File: config.mk
export PLATFORM = sky130hd
export DESIGN_NAME = program_loader
export DESIGN_NICKNAME = d
export VERILOG_FILES = /design/src/rtl/program_loader.sv
export SDC_FILE = /design/constraint.sdc
export NUM_CORES = 1
export LEC_CHECK = 0
export CAP_MARGIN = 0
export CORE_ASPECT_RATIO = 1.4
export CORE_MARGIN = 10
export CORE_UTILIZATION = 54
export CTS_CLUSTER_SIZE = 16
export DETAILED_ROUTE_END_ITERATION = 12
export PLACE_DENSITY = 0.8
export SLEW_MARGIN = 5
export SYNTH_ARGS = -nofsm -noshare
export SYNTH_HDL_FRONTEND = slang
export SYNTH_SLANG_ARGS = --single-unit
File: constraint.sdc
create_clock -name clk_i -period 2.7 [get_ports clk_i]
set_clock_uncertainty 0.05 [all_clocks]
set_input_delay 0.54 -clock clk_i [delete_from_list [all_inputs] [get_ports clk_i]]
set_output_delay 0.54 -clock clk_i [all_outputs]
set_load 0.01 [all_outputs]
File: src/rtl/program_loader.sv
// Boot-time loader: assembles 10-bit instructions from a LEN/LO/HI.../CSUM byte
// stream, writes them to instruction memory from address 0 and holds the core in reset.
module program_loader #(
    parameter int ADDR_WIDTH  = 8,
    parameter int INSTR_WIDTH = 10
) (
    input  logic                   clk_i,
    input  logic                   rst_ni,
    input  logic                   start_i,
    input  logic                   in_valid_i,
    input  logic [7:0]             in_data_i,
    output logic                   in_ready_o,
    output logic                   imem_we_o,
    output logic [ADDR_WIDTH-1:0]  imem_addr_o,
    output logic [INSTR_WIDTH-1:0] imem_wdata_o,
    output logic                   cpu_hold_o,
    output logic                   done_o,
    output logic                   error_o,
    output logic [ADDR_WIDTH-1:0]  word_count_o
);

    typedef enum logic [2:0] {
        S_IDLE, S_LEN, S_LO, S_HI, S_WRITE, S_CSUM, S_DONE, S_ERR
    } state_t;

    state_t state_q, state_d;

    logic                   in_ready_q, in_ready_d;
    logic                   imem_we_q, imem_we_d;
    logic [ADDR_WIDTH-1:0]  imem_addr_q, imem_addr_d;
    logic [INSTR_WIDTH-1:0] imem_wdata_q, imem_wdata_d;
    logic                   cpu_hold_q, cpu_hold_d;
    logic                   done_q, done_d;
    logic                   error_q, error_d;
    logic [ADDR_WIDTH-1:0]  addr_q, addr_d;
    logic [ADDR_WIDTH-1:0]  last_q, last_d;
    logic [7:0]             lo_q, lo_d;
    logic [7:0]             csum_q, csum_d;
    logic                   fire;
    logic                   restart;

    assign fire    = in_valid_i & in_ready_q;
    assign restart = (state_q == S_IDLE || state_q == S_DONE || state_q == S_ERR) && start_i;

    always_ff @(posedge clk_i or negedge rst_ni) begin
        if (!rst_ni) begin
            state_q <= S_IDLE;
        end else begin
            state_q <= state_d;
        end
    end

    always_comb begin
        state_d = state_q;
        case (state_q)
            S_IDLE, S_DONE, S_ERR: if (start_i) state_d = S_LEN;
            S_LEN:   if (fire) state_d = S_LO;
            S_LO:    if (fire) state_d = S_HI;
            S_HI:    if (fire) state_d = (in_data_i[7:2] != 6'd0) ? S_ERR : S_WRITE;
            // last_q holds N-1, so LEN = 0 naturally ends after address 255
            S_WRITE: state_d = (addr_q == last_q) ? S_CSUM : S_LO;
            S_CSUM:  if (fire) state_d = (in_data_i == csum_q) ? S_DONE : S_ERR;
            default: state_d = S_IDLE;
        endcase
    end

    always_comb begin
        in_ready_d   = (state_d == S_LEN) || (state_d == S_LO) ||
                       (state_d == S_HI)  || (state_d == S_CSUM);
        imem_we_d    = (state_d == S_WRITE);
        imem_addr_d  = imem_addr_q;
        imem_wdata_d = imem_wdata_q;
        cpu_hold_d   = cpu_hold_q;
        done_d       = done_q;
        error_d      = error_q;
        addr_d       = addr_q;
        last_d       = last_q;
        lo_d         = lo_q;
        csum_d       = csum_q;

        if (restart) begin
            addr_d     = '0;
            cpu_hold_d = 1'b1;
            done_d     = 1'b0;
            error_d    = 1'b0;
        end
        if (state_q == S_LEN && fire) begin
            last_d = ADDR_WIDTH'(in_data_i - 8'd1);
            addr_d = '0;
            csum_d = 8'd0;
        end
        if (state_q == S_LO && fire) begin
            lo_d   = in_data_i;
            csum_d = csum_q ^ in_data_i;
        end
        if (state_q == S_HI && fire) begin
            csum_d = csum_q ^ in_data_i;
            if (state_d == S_WRITE) begin
                imem_addr_d  = addr_q;
                imem_wdata_d = {in_data_i[1:0], lo_q};
            end
        end
        if (state_q == S_WRITE) begin
            addr_d = addr_q + 1'b1;
        end
        if (state_q != S_DONE && state_d == S_DONE) begin
            cpu_hold_d = 1'b0;
            done_d     = 1'b1;
        end
        if (state_q != S_ERR && state_d == S_ERR) begin
            cpu_hold_d = 1'b1;
            error_d    = 1'b1;
        end
    end

    always_ff @(posedge clk_i or negedge rst_ni) begin
        if (!rst_ni) begin
            in_ready_q   <= 1'b0;
            imem_we_q    <= 1'b0;
            imem_addr_q  <= '0;
            imem_wdata_q <= '0;
            cpu_hold_q   <= 1'b1;
            done_q       <= 1'b0;
            error_q      <= 1'b0;
            addr_q       <= '0;
            last_q       <= '0;
            lo_q         <= 8'd0;
            csum_q       <= 8'd0;
        end else begin
            in_ready_q   <= in_ready_d;
            imem_we_q    <= imem_we_d;
            imem_addr_q  <= imem_addr_d;
            imem_wdata_q <= imem_wdata_d;
            cpu_hold_q   <= cpu_hold_d;
            done_q       <= done_d;
            error_q      <= error_d;
            addr_q       <= addr_d;
            last_q       <= last_d;
            lo_q         <= lo_d;
            csum_q       <= csum_d;
        end
    end

    assign in_ready_o   = in_ready_q;
    assign imem_we_o    = imem_we_q;
    assign imem_addr_o  = imem_addr_q;
    assign imem_wdata_o = imem_wdata_q;
    assign cpu_hold_o   = cpu_hold_q;
    assign done_o       = done_q;
    assign error_o      = error_q;
    assign word_count_o = addr_q;

endmodule

==> impl_summary.md <==
Outcome
The run finished with clean final reports.

Synth
The number of flops mapped to enable cells by yosys is 0. The total nets after synthesis is 279. The flip-flop cell with the highest count after synthesis is sky130_fd_sc_hd__dfrtp_1.

Of all cell types, the one taking the most synthesized area is sky130_fd_sc_hd__dfrtp_1. Yosys attributes the largest share of cell area to sky130_fd_sc_hd__dfrtp_1 (51%), sky130_fd_sc_hd__mux2_2 (10%), sky130_fd_sc_hd__o21ai_0 (5.9%). The synthesized instance count is 265.

The area share of the largest cell type after synthesis is 50.67%. The synthesis warning total is 0. The commonest cells after synthesis are sky130_fd_sc_hd__dfrtp_1 (57), sky130_fd_sc_hd__o21ai_0 (33), sky130_fd_sc_hd__nand2_1 (29).

The per-instance average area after synthesis is 10.62 sq um. The number of different library cells in the post-synthesis netlist is 40. sky130_fd_sc_hd__dfrtp_1 is the most common cell in the netlist. The share of synthesized registers carrying an async set or reset is 100.0%. After synthesis the netlist holds a flip-flop and latch count of 58. After synthesis, flip-flops and latches occupy 51.60% of the total area. The summed instance area of the synthesized netlist is 2815 sq um.

Critical path
STA classifies the critical path startpoint as an input pin. For this run, the slowest stage of the critical path takes 0.59 ns. The worst setup path is captured at a flop. The maximum net fanout on the critical path is 10. The critical path is of the input pin to flop type.

The worst reg2reg path endpoint is imem_wdata_o[8]. STA puts the critical path data arrival time at 2.72 ns. Traced cell by cell, the critical path runs through clkdlybuf4s50_1, and2b_1, nor4_1, a31oi_1, nor4_4, buf_4, mux2_2. For the worst setup path, the data required time is 2.87 ns.

The setup check on the worst reg-to-reg path leaves a slack of 0.38 ns. The largest individual stage delay along the critical path comes from the cell sky130_fd_sc_hd__clkdlybuf4s50_1. The worst register-to-register path begins at state_q[2]. The number of cells on the worst reg-to-reg path is 6.

STA
The hold violation total from the final report is 0. Setup repair after global routing left no endpoint under its margin. The final period demand of the worst path is 2.550 ns. Dividing the final minimum period by the clock period gives 94.43%.

The actual slew at the worst max-slew pin is 0.5507 ns. Based on the critical path, the design can be clocked at up to 0.3922 GHz. The final hold slack is 0.1495 ns. The final setup slack of the worst path is 0.1505 ns.

The final count of pins violating max slew came to 0. Headroom to the max-slew limit came out at 63.04%. Setup total negative slack on the finished layout was measured at 0 ns. The total setup violations reported at the end of the flow is 0.

Placement
At the end of routability-driven placement, the weighted congestion stood at 0.8925. The placed wire-length estimate after detailed placement is 4647 um. The number of cells after detailed placement is 380. Buffers placed on the I/O ports in this run total 42. The worst setup slack before clock tree synthesis is -0.1976 ns.

Flow run
The reported max-cap violation count is 0.

CTS
Post-CTS timing repair inserted 0 buffers for setup. The maximum clock insertion buffer count is 2. In this run, post-CTS hold repair placed 0 buffers. The count of instances resized after the clock tree is built is 0. For the worst-skew pair, the clock arrives at the later sink with an insertion delay of 0.33 ns. Clock-pin slew was measured on the worst setup and hold paths at 0.07 ns. The cell at the root of the clock tree is sky130_fd_sc_hd__clkbuf_8. The clock tree from TritonCTS is built. In this run, CTS created clock tree buffers numbering 9. The TritonCTS sink count is 58.

The clock tree synthesis step divided the H-tree into 3 levels.

Global routing
After global routing, the most crowded layer is met2. The global-route usage over all layers is 15.98%. The initial antenna violation count was 0. The routing usage on met2 is 26.20%.

The global-route track usage on met3 is 5.697%. The via count of the first global-routing pass is 2279. The total overflow left after global routing is 0.

The global routing usage on met1 is 17.24%. The wire length of the first global-routing pass is 10710 um. Entering global routing, the biggest net connects 59 pins.

Route
The wire length reported by the detailed router is 6360 um. The final antenna-violating net count is 0. The routed layout has 2209 vias.

Dividing the detail-routed wire length by the instance count gives 16.06 um. The detail-routed via count per cell is 5.578. The DRC violation count after routing is 0.

The number of violations reported at the end of detailed-routing iteration 0 is 136. The length of the first detailed-routing pass in iterations is 4.

Cells and area
The number of standard cells in the layout, taps in and fillers out is 396. The repair_antennas step left the layout with diodes totalling 0. Relative to the synthesized area, the layout overhead comes to 27.38%.

The count of nets after finishing is 339. The post-route netlist has 20.61% of its cells at a drive strength greater than 1.

Floorplanning
After floorplanning, the core was divided into 31 placement rows. The core region is 5120 sq um. The die boundary width is 81.03 um. The die covers 8542 sq um. The starting density of the core is 54.99%.

The number of ports placed on the die boundary is 43. The vertical die dimension is 105.4 um.

Hold path
The worst min-delay path category is input pin to async pin.

Pwr
The leakage power is 1.626 nW. The total power is 3.719 mW. The total power density per cell area is 1037 nW/um^2.

IR analysis of the VDD net gives a maximum drop of 657.0 uV.
cell type report:
type | instances | area (sq um)
clock buffers | 13 | 148.9
clock inverters | 3 | 15.01
fillers | 397 | 1534
inverters | 6 | 22.52
multi-input cells | 186 | 1271
flip-flops and latches | 58 | 1453
well taps | 66 | 82.58
repair buffers | 64 | 593.1
registers in the layout, summed over array words and instances, names as in the netlist:
signal	cells
imem_addr_o	8
in_ready_o	1
error_o	1
done_o	1
lo_q	8
imem_we_o	1
csum_q	8
imem_wdata_o	10
word_count_o	8
state_q	3
last_q	8
cpu_hold_o	1
through the flow:
stage	area, sq um	util, %
finish	3586	70.04
global route	3586	70.04
CTS	3586	70.04
detailed placement	3422	66.84
global placement	3422	66.84
floorplan	2815	-
cell usage in the layout, fill, tap and decap left out, types with 2 or more instances in the layout:
master | synthesis | routed
sky130_fd_sc_hd__a21boi_0 | 2 | 2
sky130_fd_sc_hd__a21o_2 | 2 | 2
sky130_fd_sc_hd__a21oi_1 | 3 | 3
sky130_fd_sc_hd__a22o_1 | 3 | 3
sky130_fd_sc_hd__a31oi_1 | 4 | 4
sky130_fd_sc_hd__and2_1 | 3 | 3
sky130_fd_sc_hd__and3_1 | 3 | 3
sky130_fd_sc_hd__buf_4 | 1 | 21
sky130_fd_sc_hd__clkbuf_1 | 12 | 3
sky130_fd_sc_hd__clkbuf_8 | 0 | 10
sky130_fd_sc_hd__clkdlybuf4s50_1 | 0 | 41
sky130_fd_sc_hd__clkinv_2 | 0 | 3
sky130_fd_sc_hd__dfrtp_1 | 57 | 57
sky130_fd_sc_hd__ha_1 | 2 | 2
sky130_fd_sc_hd__inv_1 | 6 | 6
sky130_fd_sc_hd__mux2_2 | 26 | 26
sky130_fd_sc_hd__nand2_1 | 29 | 29
sky130_fd_sc_hd__nand3_1 | 5 | 5
sky130_fd_sc_hd__nand3b_1 | 3 | 3
sky130_fd_sc_hd__nor2_1 | 16 | 16
sky130_fd_sc_hd__nor2b_1 | 2 | 2
sky130_fd_sc_hd__nor3_1 | 4 | 4
sky130_fd_sc_hd__nor3b_1 | 3 | 3
sky130_fd_sc_hd__nor4_1 | 5 | 5
sky130_fd_sc_hd__nor4_4 | 2 | 2
sky130_fd_sc_hd__o21ai_0 | 33 | 33
sky130_fd_sc_hd__o31ai_1 | 3 | 3
sky130_fd_sc_hd__o41ai_1 | 2 | 2
sky130_fd_sc_hd__xnor2_1 | 3 | 3
sky130_fd_sc_hd__xor2_1 | 18 | 18
routing by layer:
layer	share of wire (%)	routed length (um)
met2	51	3260
met5	0	0
met3	7.0	445
met4	3.4	218
met1	38	2436
cells by family after synthesis:
group,after synthesis,synth area share [%]
xor gates and xnor gates,21,6.533
DFF,58,51.60
buffers and inverters,21,3.244
and+or+nand+nor,77,14.09
adders and majority gates,2,0.8887
AOI/OAI and AO/OA,59,12.89
muxes,27,10.76
worst max-delay path by stage:
stage,startpoint,to,slack [ns],cells past startpoint
global route,in_data_i[4],imem_wdata_o[5],0.006,7
global placement,in_data_i[4],imem_wdata_o[3],-0.1,7
CTS,in_data_i[2],imem_wdata_o[8],0.15,7
finish,in_data_i[2],imem_wdata_o[8],0.15,7
detailed placement,in_data_i[2],imem_wdata_o[4],-0.20,7
floorplan,in_data_i[2],imem_wdata_o[9],0.12,7
power by group:
part	switching, mW	internal (mW)
Sequential	0.284	1.22
Combinational	0.703	0.837
Clock	0.323	0.354
critical path: cells and delay by family:
kind | cells | cell delay (ns)
compound gates | 1 | 0.22
buf+inv | 2 | 0.83
simple gates | 3 | 0.77
mux | 1 | 0.36
Power figures use the tool's default switching activity.
